[config.mk]
export PLATFORM = sky130hd
export DESIGN_NAME = ultrasonic_ranger
export DESIGN_NICKNAME = d
export VERILOG_FILES = /design/src/rtl/ranger_pkg.sv /design/src/rtl/echo_sync.sv /design/src/rtl/ultrasonic_ranger.sv
export SDC_FILE = /design/constraint.sdc
export NUM_CORES = 1
export LEC_CHECK = 0
export ABC_AREA = 1
export ABC_CLOCK_PERIOD_IN_PS = 4800
export CAP_MARGIN = 10
export CORE_ASPECT_RATIO = 0.5
export CORE_MARGIN = 10
export CORE_UTILIZATION = 58
export CTS_CLUSTER_DIAMETER = 120
export CTS_CLUSTER_SIZE = 14
export DETAILED_ROUTE_END_ITERATION = 7
export PLACE_DENSITY = 0.81
export SETUP_SLACK_MARGIN = 0.1
export SYNTH_ARGS = -nofsm -noshare
export SYNTH_HDL_FRONTEND = slang
export SYNTH_SLANG_ARGS = --single-unit
[constraint.sdc]
create_clock -name clk -period 4.8 [get_ports clk]
set_input_delay 0.48 -clock clk [delete_from_list [all_inputs] [get_ports clk]]
set_output_delay 0.48 -clock clk [all_outputs]
set_load 0.01 [all_outputs]
[src/rtl/ranger_pkg.sv]
// Shared constants and helpers for the HC-SR04 ranger: FSM state codes,
// default timing and counter-width sizing.
package ranger_pkg;

  localparam int DEF_CLK_HZ      = 50_000_000;
  localparam int DEF_TRIG_CYC    = 500;
  localparam int DEF_PERIOD_CYC  = 3_000_000;
  localparam int DEF_TIMEOUT_CYC = 1_500_000;
  localparam int DEF_CLKS_PER_CM = 2900;
  localparam int DEF_MAX_CM      = 400;

  localparam int CM_W = 9;

  localparam logic [1:0] ST_TRIG      = 2'd0;
  localparam logic [1:0] ST_WAIT_RISE = 2'd1;
  localparam logic [1:0] ST_MEASURE   = 2'd2;
  localparam logic [1:0] ST_HOLD      = 2'd3;

  function automatic int cnt_w(input int n);
    return (n < 2) ? 1 : $clog2(n);
  endfunction

endpackage

[src/rtl/echo_sync.sv]
// Two-flop synchronizer for an asynchronous level, followed by an edge
// detector giving single-cycle rise/fall strobes aligned with `level`.
module echo_sync (
  input  logic clk,
  input  logic rst,
  input  logic din,
  output logic level,
  output logic rise,
  output logic fall
);

  logic s1, s2, prev;

  always_ff @(posedge clk) begin
    if (rst) begin
      s1   <= 1'b0;
      s2   <= 1'b0;
      prev <= 1'b0;
    end else begin
      s1   <= din;
      s2   <= s1;
      prev <= s2;
    end
  end

  assign level = s2;
  assign rise  = s2 & ~prev;
  assign fall  = ~s2 & prev;

endmodule

[src/rtl/ultrasonic_ranger.sv]
// HC-SR04 driver: free-running trigger period, echo width timing and
// conversion to whole centimetres with a clocks-per-cm prescaler.
module ultrasonic_ranger
  import ranger_pkg::*;
#(
  parameter int CLK_HZ      = DEF_CLK_HZ,
  parameter int TRIG_CYC    = DEF_TRIG_CYC,
  parameter int PERIOD_CYC  = DEF_PERIOD_CYC,
  parameter int TIMEOUT_CYC = DEF_TIMEOUT_CYC,
  parameter int CLKS_PER_CM = DEF_CLKS_PER_CM,
  parameter int MAX_CM      = DEF_MAX_CM
) (
  input  logic        clk,
  input  logic        rst,
  input  logic        echo,
  output logic        trig,
  output logic [32:0] distance,
  output logic        valid,
  output logic        out_of_range,
  output logic [1:0]  fsm_state
);

  // The trigger phase reuses the wait timer, so it must fit inside it.
  if (TRIG_CYC > TIMEOUT_CYC || CLK_HZ < 1) begin : g_bad_params
    $error("ultrasonic_ranger: invalid timing parameters");
  end

  localparam int PW = cnt_w(PERIOD_CYC);
  localparam int TW = cnt_w(TIMEOUT_CYC);
  localparam int SW = cnt_w(CLKS_PER_CM);

  localparam logic [PW-1:0]   PER_LAST  = PW'(PERIOD_CYC - 1);
  localparam logic [TW-1:0]   TRIG_LAST = TW'(TRIG_CYC - 1);
  localparam logic [TW-1:0]   TMO_LAST  = TW'(TIMEOUT_CYC - 1);
  localparam logic [SW-1:0]   SUB_LAST  = SW'(CLKS_PER_CM - 1);
  localparam logic [CM_W-1:0] CM_MAX    = CM_W'(MAX_CM);

  logic [1:0]      state;
  logic [PW-1:0]   per_cnt;
  logic [TW-1:0]   tmr;
  logic [SW-1:0]   sub, sub_n;
  logic [CM_W-1:0] cm, cm_n, dist_q;
  logic            echo_s, echo_rise, echo_fall;
  logic            boundary;

  echo_sync u_echo_sync (
    .clk   (clk),
    .rst   (rst),
    .din   (echo),
    .level (echo_s),
    .rise  (echo_rise),
    .fall  (echo_fall)
  );

  always_ff @(posedge clk) begin
    if (rst || per_cnt == PER_LAST) per_cnt <= '0;
    else                            per_cnt <= per_cnt + 1'b1;
  end

  assign boundary = (per_cnt == '0);

  // Every MEASURE cycle counts, including the fall cycle: it stands in for
  // the rise cycle spent leaving WAIT_RISE, so cm = floor(width / CLKS_PER_CM).
  always_comb begin
    sub_n = sub + 1'b1;
    cm_n  = cm;
    if (sub == SUB_LAST) begin
      sub_n = '0;
      if (cm != CM_MAX) cm_n = cm + 1'b1;
    end
  end

  // valid is a one-cycle strobe with no backpressure: distance and
  // out_of_range are stable from that cycle until the next strobe.
  always_ff @(posedge clk) begin
    if (rst) begin
      state        <= ST_TRIG;
      tmr          <= '0;
      sub          <= '0;
      cm           <= '0;
      trig         <= 1'b0;
      dist_q       <= '0;
      valid        <= 1'b0;
      out_of_range <= 1'b0;
    end else begin
      valid <= 1'b0;
      case (state)
        ST_TRIG: begin
          if (!trig) begin
            trig <= 1'b1;
            tmr  <= '0;
          end else if (tmr == TRIG_LAST) begin
            trig  <= 1'b0;
            tmr   <= '0;
            state <= ST_WAIT_RISE;
          end else begin
            tmr <= tmr + 1'b1;
          end
        end
        ST_WAIT_RISE: begin
          if (boundary) begin
            dist_q       <= CM_MAX;
            out_of_range <= 1'b1;
            valid        <= 1'b1;
            trig         <= 1'b1;
            tmr          <= '0;
            state        <= ST_TRIG;
          end else if (echo_rise) begin
            sub   <= '0;
            cm    <= '0;
            state <= ST_MEASURE;
          end else if (tmr == TMO_LAST) begin
            dist_q       <= CM_MAX;
            out_of_range <= 1'b1;
            valid        <= 1'b1;
            state        <= ST_HOLD;
          end else begin
            tmr <= tmr + 1'b1;
          end
        end
        ST_MEASURE: begin
          sub <= sub_n;
          cm  <= cm_n;
          if (boundary) begin
            dist_q       <= CM_MAX;
            out_of_range <= 1'b1;
            valid        <= 1'b1;
            trig         <= 1'b1;
            tmr          <= '0;
            state        <= ST_TRIG;
          end else if (echo_fall) begin
            dist_q       <= cm_n;
            out_of_range <= (cm_n == CM_MAX);
            valid        <= 1'b1;
            state        <= ST_HOLD;
          end
        end
        default: begin
          if (boundary) begin
            trig  <= 1'b1;
            tmr   <= '0;
            state <= ST_TRIG;
          end
        end
      endcase
    end
  end

  assign distance  = {24'd0, dist_q};
  assign fsm_state = state;

endmodule

==> flow_summary.ini, run 1 <==
[status]
run_status = completed

[clock_tree]
cts_num_sinks = 81
tritoncts = yes
count_of_hold_fix_buffers_inserted_at_cts = 0
cts-resized-gates = 0
post-cts-setup-buffer-count = 0
tritoncts.num_buffers = 9
cts.path.max_buffers = 2
cts.reportedPaths.clkPinSlew_ns = 0.06
cts-htree-levels = 3
root_buffer = sky130_fd_sc_hd__clkbuf_16
worstSkewPairLatency_ns = 0.34

[place]
portBuffers = 16
place.gp.congestion = 0.953
post-dp-hpwl_um = 10200

[timing]
fmax_ghz = 0.375
setup_total_negative_slack_ns = 0
final.period_utilization_pct = 55.6
slew_of_the_pin_with_the_lowest_slew_margin_ns = 1.15
finalClockSkew_ns = 0.00769
setup_viol = 0
final_number_of_max_transition_violations = 0
slew_headroom_pct = 23.1
report.final.hold_viol_count = 0
minimum_period_implied_by_the_final_worst_setup_slack_ns = 2.67
rsz0062_at_grt = false

[critical_path]
timing.critical_path.cells = inv_1 -> ha_1 -> nand2_1 -> nor2_1 -> nand3_2 -> nand3_2 -> nand2_2 -> nor2_4 -> nand2_1 -> nand2_1 -> nor2_1
arrival_ns = 2.90
crit_path_max_incr_delay_ns = 0.54
worst_path_dominant_cell_family = simple AND/OR/NAND/NOR gates
cp_slowest_cell = sky130_fd_sc_hd__nand3_2
timing_worst_setup_path_type = reg -> reg
most_frequent_cell_on_the_critical_path = sky130_fd_sc_hd__nand2_1
worstPathMaxFanout = 29
cp_data_required_time_ns = 5.03
setup.worst_path.start_class = flip-flop
end_kind = flip-flop
regToRegSetupSlack_ns = 2.13
critical_path_buf_inv_count = 1

[synthesis]
mappedNetlistArea_um2 = 5620
yosysWarningCount = 0
ys_async_sr_fraction_pct = 0
post-synth-top-area-cell = sky130_fd_sc_hd__dfxtp_1
synthTopCellsByArea = sky130_fd_sc_hd__dfxtp_1 (29%), sky130_fd_sc_hd__nand2_1 (18%), sky130_fd_sc_hd__nor2_1 (8.9%), sky130_fd_sc_hd__inv_1 (6.5%), sky130_fd_sc_hd__nand3_1 (5.9%)
commonest_cells_in_the_synthesized_netlist = sky130_fd_sc_hd__nand2_1 (273), sky130_fd_sc_hd__nor2_1 (133), sky130_fd_sc_hd__inv_1 (97), sky130_fd_sc_hd__dfxtp_1 (81), sky130_fd_sc_hd__nand3_1 (66)
synth.avg_cell_area_um2 = 6.11
yosysUniqueCellTypes = 40
synth_largest_type_area_fraction_pct = 28.8
yosys_register_bits = 81
synth_top_flop_cell = sky130_fd_sc_hd__dfxtp_1
synth.yosys.seq_area_share_pct = 28.8
most_frequent_cell_after_synthesis = sky130_fd_sc_hd__nand2_1
netlist_instances = 920
synth_edf_count = 0

[power_and_ir_drop]
static-leakage-power_nw = 2.35
vdd.ir_drop.worst_mv = 0.153
power_density_nw_per_um2 = 240
p_total_mw = 1.44

[cells_and_area]
fillers = 906
post_route_cells_drive_above_1_share_pct = 5.31
num-nets-final = 931
area_growth_syn_to_layout_pct = 6.43
n_antenna_cell = 0

[floorplanning]
std_cell_rows = 25
die_area_um2 = 14300
floorplan_core_area_um2 = 9450
initial_core_util_pct = 59.5
design.portCount = 41
chip_width_um = 159
die_extent_in_y_um = 89.6

[route]
drt_drc_violations_left = 0
drt-initial-drc-count = 446
route.antenna.remaining_nets = 0
drt-pass1-iter-count = 6
routedWlPerCell_um = 13.5
vias_per_cell = 5.41
final_routed_wirelength_across_all_metal_layers_um = 14300
route.vias.total = 5719

[global_route]
grt_start_max_net_pins = 42
overflow = 0
via_count_of_the_first_global_routing_pass = 5188
grt_antenna_before_repair = 0
globalRouteTotalUtil_pct = 19.7
grt_first_pass_wirelength_um = 23600

[worst_hold_path]
hold_class = reg -> reg

[job]
drv_cap = 0
==> worst register-to-register path, cell delays in order (launching register included) <==
cell,delay (ns)
sky130_fd_sc_hd__dfxtp_1,0.35
sky130_fd_sc_hd__inv_1,0.13
sky130_fd_sc_hd__ha_1,0.18
sky130_fd_sc_hd__nand2_1,0.05
sky130_fd_sc_hd__nor2_1,0.14
sky130_fd_sc_hd__nand3_2,0.54
sky130_fd_sc_hd__nand3_2,0.35
sky130_fd_sc_hd__nand2_2,0.10
sky130_fd_sc_hd__nor2_4,0.40
sky130_fd_sc_hd__nand2_1,0.14
sky130_fd_sc_hd__nand2_1,0.13
sky130_fd_sc_hd__nor2_1,0.07
==> layout by cell type (no fill, tap or decap), types with 9 or more instances in the layout <==
cell type	n
sky130_fd_sc_hd__a21oi_1	55
sky130_fd_sc_hd__clkbuf_16	9
sky130_fd_sc_hd__clkdlybuf4s50_1	16
sky130_fd_sc_hd__conb_1	24
sky130_fd_sc_hd__dfxtp_1	81
sky130_fd_sc_hd__ha_1	10
sky130_fd_sc_hd__inv_1	97
sky130_fd_sc_hd__nand2_1	273
sky130_fd_sc_hd__nand3_1	66
sky130_fd_sc_hd__nand4_1	39
sky130_fd_sc_hd__nor2_1	133
sky130_fd_sc_hd__nor3_1	13
sky130_fd_sc_hd__o21ai_0	33
sky130_fd_sc_hd__xor2_1	12
==> per-layer routing <==
layer | wire [um] | part of all wire, % | up-vias | GRT usage (%)
met1 | 6070 | 43 | 2595 | 22.9
li1 | - | - | 2901 | -
met4 | 215 | 1.5 | 0 | 6.85
met2 | 6860 | 48 | 199 | 35.7
met3 | 1120 | 7.8 | 24 | 4.64
met5 | 0 | 0 | - | 0
==> registers in the layout (all words and copies together) (netlist names) <==
name / cells
valid: 1
sub: 12
trig: 1
dist_q: 9
per_cnt: 22
fsm_state: 2
out_of_range: 1
tmr: 21
cm: 9
u_echo_sync.level: 1
u_echo_sync.prev: 1
u_echo_sync.s1: 1
==> path summary, 6_finish.rpt <==
check	startpoint	endpoint	cells past startpoint
min	u_echo_sync.s1$_SDFF_PP0_	u_echo_sync.level$_SDFF_PP0_	2
max	per_cnt[0]$_SDFF_PP0_	tmr[2]$_SDFFE_PP0P_	11
min reg2reg	u_echo_sync.s1$_SDFF_PP0_	u_echo_sync.level$_SDFF_PP0_	2
max reg2reg	per_cnt[0]$_SDFF_PP0_	tmr[2]$_SDFFE_PP0P_	11
==> final cells by class <==
type | instances | area (um2) | share of cell area (%)
tap | 135 | 169 | 2.82
multi-input combinational | 708 | 3350 | 56.0
inverter | 101 | 379 | 6.34
sequential | 81 | 1620 | 27.1
clock buffer | 12 | 256 | 4.29
clock inverter | 3 | 40.0 | 0.669
timing repair buffer | 17 | 168 | 2.80
==> per-stage QoR <==
stage	utilization [%]	worst slack [ns]	instances	instance area [um2]	hold WS [ns]
after floorplan	-	3.07	943	5710	0.388
after CTS	63.3	2.12	1057	5980	0.411
after global routing	63.3	1.92	1057	5980	0.437
after detailed placement	60.2	2.09	1042	5690	0.399
after global placement	60.2	2.16	1042	5690	0.406
final	63.3	2.13	1057	5980	0.412
==> kinds of logic after synthesis <==
logic type | synth area share [%]
buffers and inverters | 13.1
XOR/XNOR | 2.18
adder cells (fa/ha/maj) | 2.23
AND/OR/NAND/NOR | 43.6
other | 0.0667
flip-flops | 28.8
AO/OA/AOI/OAI | 9.99
==> power breakdown <==
group | internal [mW] | switching, mW | leakage (nW) | total, mW
sequential | 0.677 | 0.00622 | 0.654 | 0.683
clock | 0.427 | 0.268 | 0.148 | 0.695
combinational | 0.0122 | 0.0487 | 1.55 | 0.0610
total | 1.12 | 0.323 | 2.35 | 1.44
(Power assumes the default switching activity.)
==> run 2: changes to the inputs <==
--- a/config.mk
+++ b/config.mk
@@ -6,7 +6,7 @@
 export NUM_CORES = 1
 export LEC_CHECK = 0
 export ABC_AREA = 1
-export ABC_CLOCK_PERIOD_IN_PS = 4800
+export ABC_CLOCK_PERIOD_IN_PS = 2650
 export CAP_MARGIN = 10
 export CORE_ASPECT_RATIO = 0.5
 export CORE_MARGIN = 10
==> constraint.sdc (replaced) <==
create_clock -name clk -period 2.65 [get_ports clk]
set_input_delay 0.265 -clock clk [delete_from_list [all_inputs] [get_ports clk]]
set_output_delay 0.265 -clock clk [all_outputs]
set_load 0.01 [all_outputs]
==> flow_summary.ini, run 2 (synthesized netlist as in run 1, its figures left out) <==
[critical_path]
timing_worst_setup_path_type = reg -> reg
regToRegSetupSlack_ns = 0.35
setup.worst_path.start_class = flip-flop
worstPathMaxFanout = 27
end_kind = flip-flop
reg2reg_from = per_cnt[0]$_SDFF_PP0_
regToRegEndpoint = sub[10]$_SDFFE_PP0P_
worst-r2r-cell-count = 12
cp_data_required_time_ns = 2.92
arrival_ns = 2.57

[floorplanning]
die_area_um2 = 14300
floorplan_core_area_um2 = 9450
initial_core_util_pct = 59.5
chip_width_um = 159
std_cell_rows = 25
die_extent_in_y_um = 89.6
design.portCount = 41

[cells_and_area]
fillers = 882
n_antenna_cell = 0
final_common_cell = sky130_fd_sc_hd__nand2_1
num-nets-final = 938
registers.top_by_ff_count = per_cnt
post_route_cells_drive_above_1_share_pct = 6.02
area_growth_syn_to_layout_pct = 7.90
final_cell_mix = sky130_fd_sc_hd__nand2_1 (273), sky130_fd_sc_hd__nor2_1 (133), sky130_fd_sc_hd__inv_1 (97)
biggest_regs = per_cnt x22, tmr x21, sub x12
largest_reg_flops = 22

[power_and_ir_drop]
vdd.ir_drop.worst_mv = 0.335
static-leakage-power_nw = 2.39
power_density_nw_per_um2 = 446

[clock_tree]
worstSkewPairLatency_ns = 0.35
post-cts-setup-buffer-count = 0
cts-resized-gates = 0
cts.reportedPaths.clkPinSlew_ns = 0.07
cts.path.max_buffers = 2
root_buffer = sky130_fd_sc_hd__clkbuf_16
tritoncts = yes
cts_num_sinks = 81
cts-htree-levels = 3
tritoncts.num_buffers = 9
count_of_hold_fix_buffers_inserted_at_cts = 0

[timing]
setup_viol = 0
setup_total_negative_slack_ns = 0
slew_of_the_pin_with_the_lowest_slew_margin_ns = 0.646
finalClockSkew_ns = 0.00894
slew_headroom_pct = 56.7
final.period_utilization_pct = 86.9
rsz0062_at_grt = false
fmax_ghz = 0.434
minimum_period_implied_by_the_final_worst_setup_slack_ns = 2.30
report.final.hold_viol_count = 0
final_number_of_max_transition_violations = 0
final.hold.worst_slack_ns = 0.413

[place]
portBuffers = 16
post-dp-hpwl_um = 10300
place.gp.congestion = 0.953

[global_route]
grt_first_pass_wirelength_um = 24000
grt_start_max_net_pins = 41
via_count_of_the_first_global_routing_pass = 5334
grt_antenna_before_repair = 0
overflow = 0
globalRouteTotalUtil_pct = 19.9

[route]
drt-pass1-iter-count = 5
final_routed_wirelength_across_all_metal_layers_um = 14100
route.antenna.remaining_nets = 0
vias_per_cell = 5.35
drt_drc_violations_left = 0
routedWlPerCell_um = 13.2
route.vias.total = 5693
drt-initial-drc-count = 426

[worst_hold_path]
hold_class = reg -> reg
hp-start = u_echo_sync.s1$_SDFF_PP0_
min_delay_worst_endpoint = u_echo_sync.level$_SDFF_PP0_
holdPathStages = 2

[status]
run_status = completed

[job]
drv_cap = 0
-- run 2: power by group --
part,internal [mW],switching [mW]
logic,0.0281,0.0966
clock network,0.825,0.525
registers,1.23,0.00605
-- run 2: worst max-delay path by stage --
stage / startpoint / endpoint / slack (ns) / depth (start not counted)
finish: per_cnt[0]$_SDFF_PP0_ / sub[10]$_SDFFE_PP0P_ / 0.35 / 12
CTS: per_cnt[0]$_SDFF_PP0_ / sub[1]$_SDFFE_PP0P_ / 0.32 / 12
floorplan: fsm_state[0]$_SDFFE_PP0P_ / dist_q[6]$_SDFFE_PP0P_ / 0.92 / 10
detailed placement: per_cnt[0]$_SDFF_PP0_ / sub[4]$_SDFFE_PP0P_ / 0.32 / 14
global route: per_cnt[0]$_SDFF_PP0_ / sub[4]$_SDFFE_PP0P_ / 0.09 / 14
global placement: per_cnt[0]$_SDFF_PP0_ / sub[4]$_SDFFE_PP0P_ / 0.38 / 14
-- run 2: cell type report --
class                           instances  area [um2]  share of cell area (%)
Inverter                              101         379                    6.25
Clock inverter                          5        80.1                    1.32
Tap cell                              135         169                    2.78
Sequential cell                        81        1620                    26.7
Multi-Input combinational cell        708        3360                    55.4
Timing Repair Buffer                   24         220                    3.63
Clock buffer                           11         233                    3.84
-- run 2: per-stage QoR --
step	cells	instance area [um2]	setup WS, ns	utilization (%)	power [mW]
2_1_floorplan	943	5710	0.915	-	1.38
3_3_place_gp	1049	5740	0.385	60.8	1.38
3_5_place_dp	1049	5740	0.323	60.8	1.38
4_1_cts	1065	6050	0.322	64.1	2.71
5_1_grt	1065	6070	0.0949	64.2	2.78
6_report	1065	6070	0.348	64.2	2.71
-- run 2: metal layers --
layer,global-route usage (%),up-vias,wire [um]
li1,-,2915,-
met1,23.3,2560,6180
met2,36.3,197,6770
met3,4.91,21,936
met4,5.85,0,202
met5,0,-,0
-- run 2: critical path, cell delays in order, from the launching register on --
cell	delay (ns)
sky130_fd_sc_hd__dfxtp_1	0.39
sky130_fd_sc_hd__inv_1	0.11
sky130_fd_sc_hd__ha_1	0.22
sky130_fd_sc_hd__nand2_1	0.07
sky130_fd_sc_hd__nor2_1	0.05
sky130_fd_sc_hd__nand3_2	0.18
sky130_fd_sc_hd__buf_4	0.31
sky130_fd_sc_hd__nand2_1	0.08
sky130_fd_sc_hd__nand2_1	0.17
sky130_fd_sc_hd__nand2_8	0.16
sky130_fd_sc_hd__inv_1	0.23
sky130_fd_sc_hd__nand3_1	0.11
sky130_fd_sc_hd__a21oi_1	0.14
